File: config.mk
export PLATFORM = sky130hd
export DESIGN_NAME = nx_fifo_rd_prefetch_flat
export DESIGN_NICKNAME = d
export VERILOG_FILES = /design/src/rtl/nx_fifo_prefetch_pkg.sv /design/src/rtl/nx_fifo_rd_prefetch_if.sv /design/src/rtl/nx_fifo_prefetch_buf.sv /design/src/rtl/nx_fifo_rd_prefetch.sv /design/src/flat_wrapper.sv
export SDC_FILE = /design/constraint.sdc
export NUM_CORES = 1
export LEC_CHECK = 0
export ABC_CLOCK_PERIOD_IN_PS = 3100
export BUFFER_PORTS_ARGS = -buffer_cell sky130_fd_sc_hd__buf_4
export CORE_MARGIN = 10
export CORE_UTILIZATION = 40
export DETAILED_ROUTE_END_ITERATION = 10
export GPL_TIMING_DRIVEN = 0
export SLEW_MARGIN = 20
export SYNTH_ARGS = -nofsm -noshare
export SYNTH_HDL_FRONTEND = slang
export SYNTH_HIERARCHICAL = 1
export SYNTH_SLANG_ARGS = --single-unit
File: constraint.sdc
create_clock -name clk -period 3.1 [get_ports clk]
set_input_delay 0.62 -clock clk [delete_from_list [all_inputs] [get_ports clk]]
set_output_delay 0.62 -clock clk [all_outputs]
set_load 0.02 [all_outputs]
File: src/rtl/nx_fifo_prefetch_pkg.sv
// Shared constants and sizing helpers for the FIFO read-side prefetch stage.
package nx_fifo_prefetch_pkg;

    localparam int NX_PREFETCH_MAX_LAT = 3;

    function automatic int prefetch_cap(input int rd_lat);
        return rd_lat + 1;
    endfunction

    function automatic int cnt_w(input int cap);
        return $clog2(cap + 1);
    endfunction

endpackage

File: src/rtl/nx_fifo_rd_prefetch_if.sv
// Controller/RAM-facing and consumer-facing signals of the read prefetch stage.
interface nx_fifo_rd_prefetch_if
    import nx_fifo_prefetch_pkg::*;
#(
    parameter int DATA_W = 32,
    parameter int CNT_W  = cnt_w(prefetch_cap(1))
);
    logic              fifo_empty;
    logic              fifo_ren;
    logic [DATA_W-1:0] mem_rdata;
    logic              out_valid;
    logic              out_ready;
    logic [DATA_W-1:0] out_data;
    logic [CNT_W-1:0]  out_count;

    // master: the environment (controller, RAM, consumer); slave: the prefetch stage.
    modport master (
        output fifo_empty, mem_rdata, out_ready,
        input  fifo_ren, out_valid, out_data, out_count
    );

    modport slave (
        input  fifo_empty, mem_rdata, out_ready,
        output fifo_ren, out_valid, out_data, out_count
    );
endinterface

File: src/rtl/nx_fifo_prefetch_buf.sv
// CAP-entry circular register FIFO holding words returned from the RAM.
module nx_fifo_prefetch_buf
    import nx_fifo_prefetch_pkg::*;
#(
    parameter int DATA_W = 32,
    parameter int CAP    = 2,
    parameter int CNT_W  = cnt_w(CAP)
) (
    input  logic              clk,
    input  logic              rst_n,
    input  logic              clear,
    input  logic              push,
    input  logic [DATA_W-1:0] push_data,
    input  logic              pop,
    output logic [CNT_W-1:0]  occ,
    output logic [DATA_W-1:0] head_data
);
    localparam int               PTR_W = (CAP > 1) ? $clog2(CAP) : 1;
    localparam logic [PTR_W-1:0] LAST  = PTR_W'(CAP - 1);

    logic [DATA_W-1:0] mem_q [CAP];
    logic [DATA_W-1:0] mem_d [CAP];
    logic [PTR_W-1:0]  wr_ptr_q, wr_ptr_d;
    logic [PTR_W-1:0]  rd_ptr_q, rd_ptr_d;
    logic [CNT_W-1:0]  occ_q, occ_d;
    logic              pop_ok;

    assign pop_ok = pop && (occ_q != '0);

    // CAP need not be a power of two, so pointers wrap explicitly at LAST.
    always_comb begin
        mem_d    = mem_q;
        wr_ptr_d = wr_ptr_q;
        rd_ptr_d = rd_ptr_q;
        occ_d    = occ_q;
        if (clear) begin
            wr_ptr_d = '0;
            rd_ptr_d = '0;
            occ_d    = '0;
        end else begin
            if (push) begin
                mem_d[wr_ptr_q] = push_data;
                wr_ptr_d        = (wr_ptr_q == LAST) ? '0 : wr_ptr_q + PTR_W'(1);
            end
            if (pop_ok) begin
                rd_ptr_d = (rd_ptr_q == LAST) ? '0 : rd_ptr_q + PTR_W'(1);
            end
            occ_d = occ_q + CNT_W'(push) - CNT_W'(pop_ok);
        end
    end

    always_ff @(posedge clk or negedge rst_n) begin
        if (!rst_n) begin
            // NOTE: storage is reset because head_data is a visible output with a defined reset value.
            for (int i = 0; i < CAP; i++) mem_q[i] <= '0;
            wr_ptr_q <= '0;
            rd_ptr_q <= '0;
            occ_q    <= '0;
        end else begin
            mem_q    <= mem_d;
            wr_ptr_q <= wr_ptr_d;
            rd_ptr_q <= rd_ptr_d;
            occ_q    <= occ_d;
        end
    end

    assign occ       = occ_q;
    assign head_data = mem_q[rd_ptr_q];

    a_no_overflow : assert property (@(posedge clk) disable iff (!rst_n)
        !(push && !pop_ok && !clear && (occ_q == CNT_W'(CAP))));

endmodule

File: src/rtl/nx_fifo_rd_prefetch.sv
// Read-side prefetch stage: issues FIFO reads against buffer credit and streams RAM data out.
// Optional NX_FIFO_RD_PREFETCH_PERF_EN adds stall_cnt/starve_cnt performance counters.
module nx_fifo_rd_prefetch
    import nx_fifo_prefetch_pkg::*;
#(
    parameter int DATA_W = 32,
    parameter int RD_LAT = 1
) (
    input  logic                 clk,
    input  logic                 rst_n,
    input  logic                 clear,
    nx_fifo_rd_prefetch_if.slave bus
`ifdef NX_FIFO_RD_PREFETCH_PERF_EN
    ,
    output logic [31:0]          stall_cnt,
    output logic [31:0]          starve_cnt
`endif
);
    localparam int CAP   = prefetch_cap(RD_LAT);
    localparam int CNT_W = cnt_w(CAP);
    localparam int SUM_W = CNT_W + 1;

    if (RD_LAT < 1 || RD_LAT > NX_PREFETCH_MAX_LAT) begin : g_bad_lat
        $error("nx_fifo_rd_prefetch: RD_LAT out of range");
    end

    logic [RD_LAT-1:0] inflight_q, inflight_d;
    logic [CNT_W-1:0]  occ;
    logic [DATA_W-1:0] head_data;
    logic [SUM_W-1:0]  inflight_cnt;
    logic [SUM_W-1:0]  committed;
    logic              pop;
    logic              push;
    logic              ren;

    assign pop  = bus.out_valid && bus.out_ready;
    assign push = inflight_q[RD_LAT-1] && !clear;

    // A read is issued only if the word it returns is guaranteed a buffer slot.
    always_comb begin
        inflight_cnt = '0;
        for (int i = 0; i < RD_LAT; i++) inflight_cnt = inflight_cnt + SUM_W'(inflight_q[i]);
        committed  = SUM_W'(occ) + inflight_cnt - SUM_W'(pop);
        ren        = rst_n && !bus.fifo_empty && !clear && (committed < SUM_W'(CAP));
        inflight_d = '0;
        if (!clear) begin
            inflight_d[0] = ren;
            for (int i = 1; i < RD_LAT; i++) inflight_d[i] = inflight_q[i-1];
        end
    end

    always_ff @(posedge clk or negedge rst_n) begin
        if (!rst_n) inflight_q <= '0;
        else        inflight_q <= inflight_d;
    end

    nx_fifo_prefetch_buf #(
        .DATA_W (DATA_W),
        .CAP    (CAP),
        .CNT_W  (CNT_W)
    ) u_buf (
        .clk       (clk),
        .rst_n     (rst_n),
        .clear     (clear),
        .push      (push),
        .push_data (bus.mem_rdata),
        .pop       (pop),
        .occ       (occ),
        .head_data (head_data)
    );

    assign bus.fifo_ren  = ren;
    assign bus.out_valid = (occ != '0);
    assign bus.out_data  = head_data;
    assign bus.out_count = occ;

`ifdef NX_FIFO_RD_PREFETCH_PERF_EN
    logic [31:0] stall_cnt_q, stall_cnt_d;
    logic [31:0] starve_cnt_q, starve_cnt_d;

    always_comb begin
        stall_cnt_d  = stall_cnt_q;
        starve_cnt_d = starve_cnt_q;
        if (clear) begin
            stall_cnt_d  = '0;
            starve_cnt_d = '0;
        end else begin
            if (bus.out_valid && !bus.out_ready && !(&stall_cnt_q))
                stall_cnt_d = stall_cnt_q + 32'd1;
            if (!bus.out_valid && bus.out_ready && !bus.fifo_empty && !(&starve_cnt_q))
                starve_cnt_d = starve_cnt_q + 32'd1;
        end
    end

    always_ff @(posedge clk or negedge rst_n) begin
        if (!rst_n) begin
            stall_cnt_q  <= '0;
            starve_cnt_q <= '0;
        end else begin
            stall_cnt_q  <= stall_cnt_d;
            starve_cnt_q <= starve_cnt_d;
        end
    end

    assign stall_cnt  = stall_cnt_q;
    assign starve_cnt = starve_cnt_q;
`endif

endmodule

File: src/flat_wrapper.sv
// flat-port wrapper written by rule: the top's interface ports become plain ports
module nx_fifo_rd_prefetch_flat import nx_fifo_prefetch_pkg::*;
#(
    parameter int DATA_W = 32,
    parameter int RD_LAT = 1
)
  (clk, rst_n, clear, bus_fifo_empty, bus_mem_rdata, bus_out_ready, bus_fifo_ren, bus_out_valid, bus_out_data, bus_out_count);
  nx_fifo_rd_prefetch_if #(.DATA_W(DATA_W), .CNT_W(2)) bus_i ();
  input  logic clk;
  input  logic rst_n;
  input  logic clear;
  input wire logic [$bits(bus_i.fifo_empty)-1:0] bus_fifo_empty;
  input wire logic [$bits(bus_i.mem_rdata)-1:0] bus_mem_rdata;
  input wire logic [$bits(bus_i.out_ready)-1:0] bus_out_ready;
  output wire logic [$bits(bus_i.fifo_ren)-1:0] bus_fifo_ren;
  output wire logic [$bits(bus_i.out_valid)-1:0] bus_out_valid;
  output wire logic [$bits(bus_i.out_data)-1:0] bus_out_data;
  output wire logic [$bits(bus_i.out_count)-1:0] bus_out_count;
  assign bus_i.fifo_empty = bus_fifo_empty;
  assign bus_i.mem_rdata = bus_mem_rdata;
  assign bus_i.out_ready = bus_out_ready;
  assign bus_fifo_ren = bus_i.fifo_ren;
  assign bus_out_valid = bus_i.out_valid;
  assign bus_out_data = bus_i.out_data;
  assign bus_out_count = bus_i.out_count;
  nx_fifo_rd_prefetch #(.DATA_W(DATA_W), .RD_LAT(RD_LAT)) u_core (.clk(clk), .rst_n(rst_n), .clear(clear), .bus(bus_i));
endmodule
==> results of run 1 <==
## logic make-up after synthesis
logic type / count (synthesis)
muxes: 97
DFF: 69
buffers and inverters: 13
xor gates and xnor gates: 3
and+or+nand+nor: 14
adders and majority gates: 4
AOI/OAI and AO/OA: 1
## layout make-up
class                   count  area (um2)  share of cell area, %
well taps                 102         128                   3.11
clock buffers               9         124                   3.02
clock inverters             7        75.1                   1.83
inverters                   3        11.3                  0.274
flip-flops and latches     69        1730                   42.1
plain buffers              10        75.1                   1.83
multi-input cells         119        1340                   32.6
repair buffers             83         623                   15.2
## cell usage after synthesis
master / n / area share, %
buf_2: 3 / 0.48
xor2_1: 1 / 0.28
xnor2_1: 1 / 0.28
nor4_1: 2 / 0.40
dfrtp_1: 69 / 55
nand2b_1: 1 / 0.20
nor3b_4: 1 / 0.60
inv_1: 3 / 0.36
nor2_1: 4 / 0.48
xnor3_1: 1 / 0.72
nand2_1: 1 / 0.12
nand3b_4: 1 / 0.64
ha_1: 3 / 1.2
and2_4: 1 / 0.28
buf_4: 3 / 0.72
o21a_1: 1 / 0.24
buf_6: 3 / 1.1
nor2b_1: 2 / 0.40
mux2_2: 93 / 34
or2_4: 1 / 0.28
fa_1: 1 / 0.64
mux2_1: 4 / 1.4
clkbuf_1: 1 / 0.12
## how the worst max path moves through the flow
stage	start	to	slack, ps	depth (start not counted)
finish	u_core/u_buf/occ[0]	bus_fifo_ren	10	8
global route	u_core/u_buf/occ[0]	bus_fifo_ren	-110	8
CTS	u_core/u_buf/occ[0]	bus_fifo_ren	-7	8
detailed placement	u_core/u_buf/occ[1]	bus_fifo_ren	220	8
global placement	u_core/u_buf/occ[1]	bus_fifo_ren	240	8
floorplan	u_core/u_buf/occ[1]	bus_fifo_ren	90	7
## sequential cells by signal (all words and copies together), names as in the netlist
register and count:
u_core/inflight_q 1, u_core/u_buf/mem_q 64, u_core/u_buf/rd_ptr_q 1, u_core/u_buf/occ 2, u_core/u_buf/wr_ptr_q 1
## through the flow
step	hold WS (ps)	std cells	setup TNS (ps)	total power (uW)	worst slack (ps)
after global placement	471	375	0	1810	239
after detailed placement	475	375	0	1820	224
final	380	402	0	2530	11.7
after global routing	448	402	-119	2670	-108
after CTS	421	402	-7.24	2570	-7.24
after floorplan	324	201	0	1520	90.1
## power groups by stage
stage | sequential (uW) | combinational, uW | clock, uW
floorplan | 1100 | 415 | 0
global placement | 1120 | 693 | 0
detailed placement | 1120 | 696 | 0
CTS | 1100 | 713 | 751
global route | 1130 | 756 | 787
finish | 1100 | 700 | 725
## critical path, stage by stage (launching register included)
cell and delay, ps:
dfrtp_1 380, or2_4 250, and2_4 150, ha_4 200, nand2b_4 130, fa_1 490, nand2_2 60, nor4_2 280
buf_4 190
## metal layers
metal / vias to the layer above / track usage (%) / wire [um]
li1: 908 / - / -
met1: 928 / 14.2 / 2960
met2: 44 / 17.9 / 3050
met3: 10 / 3.69 / 407
met4: 0 / 5.37 / 101
met5: - / 0 / 0
## timing repair
action | CTS | global route
resized for setup | 3 | 2
endpoints found under the setup margin | 1 | 2
buffers inserted | 11 | 0
pin swaps | 4 | 2
==> reports/results.tsv, run 1 <==
metric	value	unit
run_status	completed	
place_congestion	0.662	
comb_power_share	27.7	%
seqPwrFrac	43.7	%
finish.utilization	53.6	%
sw_frac_of_total	29.1	%
ctsHoldBuffers	0	
chipWidth	108	um
fin_nets	336	
rsz0062_at_grt	true	
yosys.area_share.simple	3.41	%
synth_cells	201	
grt_pass1_wl	10600	um
first_global_vias	2160	
coreArea	0.00765	mm2
critical_path_arrival	2470	ps
clk_latency	340	ps
worstMarginPinSlew	884	ps
wl_per_cell	16.2	um
via_per_inst	4.70	
wirelength	6520	um
maxCapViolCount	0	
dp_hpwl	4460	um
cp-start-kind	register	
first_pass_iters	4	
synth_compound_area_share	0.241	%
vias	1890	
htreeDepth	3	
synth_top_family_by_area	multiplexers	
num_rows	32	
max-vdd-ir-drop	302	uV
grt_max_degree	71	
worst_clock_skew	6.22	ps
ys_warn_count	6	
fin_area	0.00410	mm2
worstSetupPathType	reg -> out	
min_period	3090	ps
timing.rr.end	u_core/inflight_q	
clockPowerShare	28.7	%
fillCellCount	681	
ys_types	23	
grt_usage	11.5	%
p_per_area	617	mW/mm2
hp-class	in -> async	
layout.cells.most_common_list	mux2_2 (93), buf_4 (86), dfrtp_1 (68)	
ys_ff_latch	69	
power.leakage	0.00204	uW
ios	73	
path_clk_slew	80	ps
die_area	0.0117	mm2
drive_gt1_share	70.3	%
synth_area_per_cell	15.5	um2
drc	0	
synth-seq-area-share	55.4	%
overflow	0	
reg2reg_depth	15	
p_int	1790	uW
dpl-instance-area	0.00379	mm2
synth_xor_area_share	1.28	%
finalSetupViolCount	0	
clockBufferDepth	2	
synth-adder-area-share	1.85	%
finalCritPeriodShare	99.6	%
reg2reg_slack	140	ps
cp_max_fo	2	
max_freq	0.324	GHz
clockRootBuffer	clkbuf_8	
switching_power	735	uW
area_growth	31.6	%
first_iter_violations	38	
synth_nets	242	
clkSinkCount	69	
initial_core_util	40.8	%
hold_viol_final	0	
diodes	0	
endpoint_kind	primary output	
mostFrequentLayoutCell	mux2_2	
cts_tree	yes	
die_h	108	um
antenna_found_initial	0	
cts_made_buffers	9	
maxSlewViolCount	0	
syn_area	0.00312	mm2
critical_path_required	2480	ps
ant_nets	0	
reg2reg_from	u_core/u_buf/occ[0]	
io_buffers	72	
synth_mux_area_share	35.0	%
slew_headroom	41.1	%
No activity file was read; power rests on OpenSTA's default activity.
==> inputs of run 2 (changes only) <==
--- a/config.mk
+++ b/config.mk
@@ -7,6 +7,7 @@
 export LEC_CHECK = 0
 export ABC_CLOCK_PERIOD_IN_PS = 3100
 export BUFFER_PORTS_ARGS = -buffer_cell sky130_fd_sc_hd__buf_4
+export CORE_ASPECT_RATIO = 0.5
 export CORE_MARGIN = 10
 export CORE_UTILIZATION = 40
 export DETAILED_ROUTE_END_ITERATION = 10
==> run 2 against run 1 <==
Clock skew down 1.3 ps. Sequential power about the same. Count of clock-buffer cells in the layout up 2. Worst setup slack improved by 58 ps. Die area increased by 1.8%. Wire length is 4.5% higher. Clock power increased by 45%. Register-to-register slack barely moved. Sequential cell count unchanged. Largest power group unchanged. Highest routed layer unchanged.
==> reports/results.tsv, run 2 (synthesis gave the netlist of run 1 again) <==
metric	value	unit	change
ios	73		unchanged
fin_nets	335		-0.30%
path_clk_slew	50	ps	-30 ps
hp-class	in -> async		
first_pass_iters	2		-2
initial_core_util	41.8	%	+1.0 points
maxCapViolCount	0		unchanged
drc	0		unchanged
finalSetupViolCount	0		unchanged
grt_max_degree	71		unchanged
maxSlewViolCount	0		unchanged
dp_slack	195	ps	-29.7 ps
antenna_found_initial	0		unchanged
wl_per_cell	16.7	um	+3.2%
fin_ws	69.8	ps	+58.0 ps
cpLargestDelayFamily	simple AND/OR/NAND/NOR gates		
dp_hpwl	4720	um	+5.8%
finalCritPeriodShare	97.7	%	-1.9 points
slew_headroom	41.1	%	+0.057 points
cp_max_fo	2		unchanged
worst_clock_skew	4.96	ps	-1.27 ps
min_period	3030	ps	-58.0 ps
coreArea	0.00746	mm2	-2.5%
placed_cells	381		+1.6%
cts_tree	yes		
first_iter_violations	56		+47%
finalSetupTns	0	ps	unchanged
ant_nets	0		unchanged
clk_latency	320	ps	-20 ps
wirelength	6810	um	+4.5%
num_rows	22		-31%
fillCellCount	627		-7.9%
max-vdd-ir-drop	360	uV	+19%
critical_path_arrival	2410	ps	-60 ps
worstMarginPinSlew	883	ps	-0.853 ps
p_per_area	679	mW/mm2	+10%
mostFrequentLayoutCell	mux2_2		
first_global_vias	2081		-3.7%
io_buffers	72		unchanged
clkSinkCount	69		unchanged
critical_path_buf_inv_count	1		unchanged
critical_path_required	2480	ps	about the same
clockBufferDepth	2		unchanged
grt_usage	11.9	%	+0.43 points
place_congestion	0.699		+5.5%
max_freq	0.330	GHz	+1.9%
grt_pass1_wl	10700	um	+0.71%
diodes	0		unchanged
crit_chain	or2_4 -> and2_4 -> ha_4 -> nand2b_4 -> fa_1 -> nand2_2 -> nor4_2 -> buf_4		
layout.cells.most_common_list	mux2_2 (93), buf_4 (85), dfrtp_1 (68)		
htreeDepth	3		unchanged
power	2860	uW	+13%
overflow	0		unchanged
die_area	0.0119	mm2	+1.8%
rsz0062_at_grt	true		
hold_viol_final	0		unchanged
worstSetupPathType	reg -> out		
clockRootBuffer	clkbuf_16		
cts_made_buffers	9		unchanged
power.leakage	0.00210	uW	+2.7%
final_cell_count_no_fill	407		+1.2%
run_status	completed		
largest_reg_flops	64		unchanged
cpPeakStageDelay	490	ps	about the same
top_register	u_core/u_buf/mem_q		
die_h	82.4	um	-24%
vias	1912		+1.2%
chipWidth	145	um	+34%
area_growth	35.1	%	
cp-start-kind	register		
reg2reg_slack	130	ps	about the same
endpoint_kind	primary output		
via_per_inst	4.70		about the same
drive_gt1_share	69.6	%	-0.77 points
slowest_stage	fa_1		
[run 2: through the flow]
step	utilization, %	area [um2]	hold slack [ps]
after detailed placement	50.9	3800	478
after global placement	50.9	3800	464
after floorplan	-	3120	324
final	56.5	4210	413
after CTS	56.3	4200	452
after global routing	56.5	4210	445
[run 2: power by group]
group | total (uW) | internal [uW] | switching, uW
logic | 702 | 380 | 322
registers | 1110 | 1040 | 64.6
clock network | 1050 | 699 | 351
total | 2860 | 2120 | 737
[run 2: path summary, 6_finish.rpt]
path / from / end / depth (start not counted)
setup / recovery: u_core/u_buf/occ[1] / bus_fifo_ren / 8
hold / removal: rst_n / u_core/u_buf/mem_q[8] / 1
setup reg to reg: u_core/u_buf/occ[1] / u_core/inflight_q / 15
hold reg to reg: u_core/u_buf/mem_q[35] / u_core/u_buf/mem_q[35] / 1
max in group asynchronous: rst_n / u_core/u_buf/occ[1] / 1
min in group clk: bus_fifo_empty / u_core/inflight_q / 2
[run 2: layer usage]
layer,vias to the layer above,global-route usage [%],wire (um)
li1,902,-,-
met4,0,3.61,62
met3,7,5.47,448
met1,962,13.5,2900
met2,41,20.1,3400
met5,-,0,0
[run 2: cell type report]
class	instances	area, um2	share of cell area [%]
plain buffers	10	75.1	1.78
clock buffers	11	233	5.53
clock inverters	5	75.1	1.78
inverters	3	11.3	0.267
multi-input cells	119	1340	31.8
flip-flops and latches	69	1730	41.0
well taps	108	135	3.21
repair buffers	82	616	14.6
[run 2: timing repair]
item	4_1_cts	5_1_grt
setup endpoints to repair	1	2
gates resized for setup	3	2
pin swaps	2	1
hold buffers	0	0
setup buffers	10	0
==> inputs of run 3 (changes only) <==
--- a/config.mk
+++ b/config.mk
@@ -7,7 +7,6 @@
 export LEC_CHECK = 0
 export ABC_CLOCK_PERIOD_IN_PS = 3100
 export BUFFER_PORTS_ARGS = -buffer_cell sky130_fd_sc_hd__buf_4
-export CORE_ASPECT_RATIO = 0.5
 export CORE_MARGIN = 10
 export CORE_UTILIZATION = 40
 export DETAILED_ROUTE_END_ITERATION = 10
@@ -15,5 +14,4 @@
 export SLEW_MARGIN = 20
 export SYNTH_ARGS = -nofsm -noshare
 export SYNTH_HDL_FRONTEND = slang
-export SYNTH_HIERARCHICAL = 1
 export SYNTH_SLANG_ARGS = --single-unit
==> run 3 against run 2 <==
First-iteration DRC count is 64% lower. Area after synthesis fell by 0.44%. Combinational power increased by 130%. Utilization fell by 3.9 points. Register-to-register slack improved by 1000 ps. Non-clock buffer count down 7. Count of clock-buffer cells in the layout decreased by 1. Critical path type unchanged.
==> reports/results.tsv, run 3 <==
metric	value	unit	change
synth_ff_type	dfrtp_1		
hp-class	in -> async		
critical_path_arrival	2330	ps	-80 ps
maxSlewViolCount	0		unchanged
top_register	u_core.u_buf.mem_q		
final_cell_count_no_fill	391		-3.9%
synthTopCellsByCount	mux2_2 (93), dfrtp_1 (69), buf_2 (7)		
htreeDepth	3		unchanged
cp-start-kind	register		
vias	1883		-1.5%
ios	73		unchanged
area_growth	29.6	%	
fin_nets	326		-2.7%
yosysTopAreaCell	dfrtp_1		
cts_tree	yes		
die_h	108	um	+31%
startpoint	u_core.u_buf.occ[0]		
slew_headroom	41.2	%	+0.11 points
synth_nets	241		-0.41%
initial_core_util	40.6	%	-1.2 points
first_global_vias	2069		-0.58%
finalCritPeriodShare	95.0	%	-2.7 points
hold_viol_final	0		unchanged
finalSetupTns	0	ps	unchanged
worstMarginPinSlew	881	ps	-1.59 ps
synthArstFlopShare	100	%	unchanged
antenna_found_initial	0		unchanged
ant_nets	0		unchanged
critPathCapture	bus_fifo_ren		
synth-edff-count	0		unchanged
diodes	0		unchanged
placed_cells	373		-2.1%
synthTopCellsByArea	dfrtp_1 (56%), mux2_2 (34%), mux2_1 (1.5%)		
timing.rr.end	u_core.inflight_q		
first_iter_violations	20		-64%
die_area	0.0117	mm2	-2.1%
max-vdd-ir-drop	370	uV	+2.9%
cp_max_fo	2		unchanged
reg2reg_from	u_core.u_buf.occ[0]		
grt_usage	11.4	%	-0.56 points
syn_area	0.00310	mm2	-0.44%
dp_hpwl	4490	um	-4.9%
finalSetupViolCount	0		unchanged
max_freq	0.339	GHz	+2.9%
overflow	0		unchanged
ys_ff_latch	69		unchanged
grt_max_degree	71		unchanged
first_pass_iters	3		+1
reg2reg_slack	1160	ps	+1030 ps
layout.cells.most_common_list	mux2_2 (93), buf_4 (74), dfrtp_1 (67)		
clockRootBuffer	clkbuf_8		
chipWidth	108	um	-25%
cts_made_buffers	9		unchanged
wirelength	6370	um	-6.5%
synth.most_common_cell	mux2_2		
grt_pass1_wl	10500	um	-2.1%
worst_clock_skew	5.17	ps	+0.216 ps
path_clk_slew	70	ps	+20 ps
drive_gt1_share	68.2	%	-1.4 points
via_per_inst	4.82		+2.5%
ys_types	22		-4.3%
num_rows	32		+45%
power.leakage	0.00198	uW	-5.8%
rsz0062_at_grt	false		
synth-seq-area-share	55.6	%	+0.25 points
ys_warn_count	0		-6
mostFrequentLayoutCell	mux2_2		
min_period	2950	ps	-84.7 ps
worstSetupPathType	reg -> out		
synth_cells	200		-0.50%
endpoint_kind	primary output		
drc	0		unchanged
critical_path_required	2480	ps	about the same
io_buffers	71		-1.4%
synth_area_per_cell	15.5	um2	about the same
p_per_area	971	mW/mm2	+43%
clkSinkCount	69		unchanged
reg2reg_depth	6		-9
clk_latency	330	ps	about the same
wl_per_cell	16.3	um	-2.7%
power	3910	uW	+37%
synth_top_area_share	55.6	%	+0.25 points
run_status	completed		
place_congestion	0.682		-2.4%
largest_reg_flops	64		unchanged
clockBufferDepth	2		unchanged
coreArea	0.00765	mm2	+2.5%
whs	395	ps	-17.7 ps
maxCapViolCount	0		unchanged
run 3: cell count changes in the layout (fill, tap and decap cells not counted), moves of 4 or more:
cell / before / now
clkbuf_8: 0 / 9
clkbuf_16: 9 / 0
buf_4: 85 / 74
buf_2: 3 / 7
run 3: final cells by class:
| type | count | area [um2] |
|---|---|---|
| tap | 102 | 128 |
| timing repair buffer | 74 | 556 |
| buffer | 11 | 72.6 |
| inverter | 2 | 7.51 |
| clock buffer | 10 | 128 |
| sequential | 69 | 1730 |
| clock inverter | 5 | 100 |
| fill | 685 | 3620 |
| multi-input combinational | 118 | 1300 |
run 3: critical path, stage by stage, from the launching register on:
cell and delay, ps:
dfrtp_2 400, o21a_1 200, ha_1 260, nand2b_1 160, fa_1 480, nand2_1 70
nor4_2 240, buf_4 180
run 3: repair_timing:
action / in CTS / in global routing
setup endpoints to repair: 1 / 1
hold buffers: 0 / 0
buffers inserted: 1 / 2
resized for setup: 1 / 2
pin swaps: 1 / 2
run 3: cell families after synthesis:
logic type | Yosys count | share of synthesized area (%)
buffers and inverters | 13 | 2.58
AO/OA/AOI/OAI | 1 | 0.242
multiplexers | 97 | 35.2
flip-flops | 69 | 55.6
XOR/XNOR | 3 | 1.29
adder cells (fa/ha/maj) | 4 | 1.85
AND/OR/NAND/NOR | 13 | 3.19
run 3: per-layer routing:
layer	global-route usage (%)	vias to the layer above	part of all wire, %
li1	-	878	-
met1	12.9	961	42
met2	18.8	35	51
met3	3.51	9	5.1
met4	6.01	0	1.7
met5	0	-	0
run 3: power breakdown:
| group | internal [uW] | total (uW) | switching (uW) |
|---|---|---|---|
| Combinational | 890 | 1640 | 746 |
| Sequential | 1260 | 1420 | 164 |
| Clock | 528 | 845 | 317 |
run 3: through the flow:
| stage | utilization [%] | instance area, um2 | setup slack, ps |
|---|---|---|---|
| detailed placement | 49.2 | 3760 | 185 |
| global route | 52.6 | 4020 | 23.5 |
| global placement | 49.2 | 3760 | 182 |
| CTS | 52.3 | 4000 | 5.68 |
| finish | 52.6 | 4020 | 154 |
| floorplan | - | 3100 | 104 |
run 3: how the worst min path moves through the flow:
stage	slack (ps)	startpoint	end	cells past startpoint
CTS	430	bus_fifo_empty	u_core.inflight_q	2
detailed placement	480	u_core.u_buf.mem_q[37]	u_core.u_buf.mem_q[37]	1
global placement	470	u_core.u_buf.mem_q[62]	u_core.u_buf.mem_q[62]	1
floorplan	320	rst_n	u_core.inflight_q	0
global route	450	bus_fifo_empty	u_core.inflight_q	2
finish	400	rst_n	u_core.u_buf.mem_q[2]	1
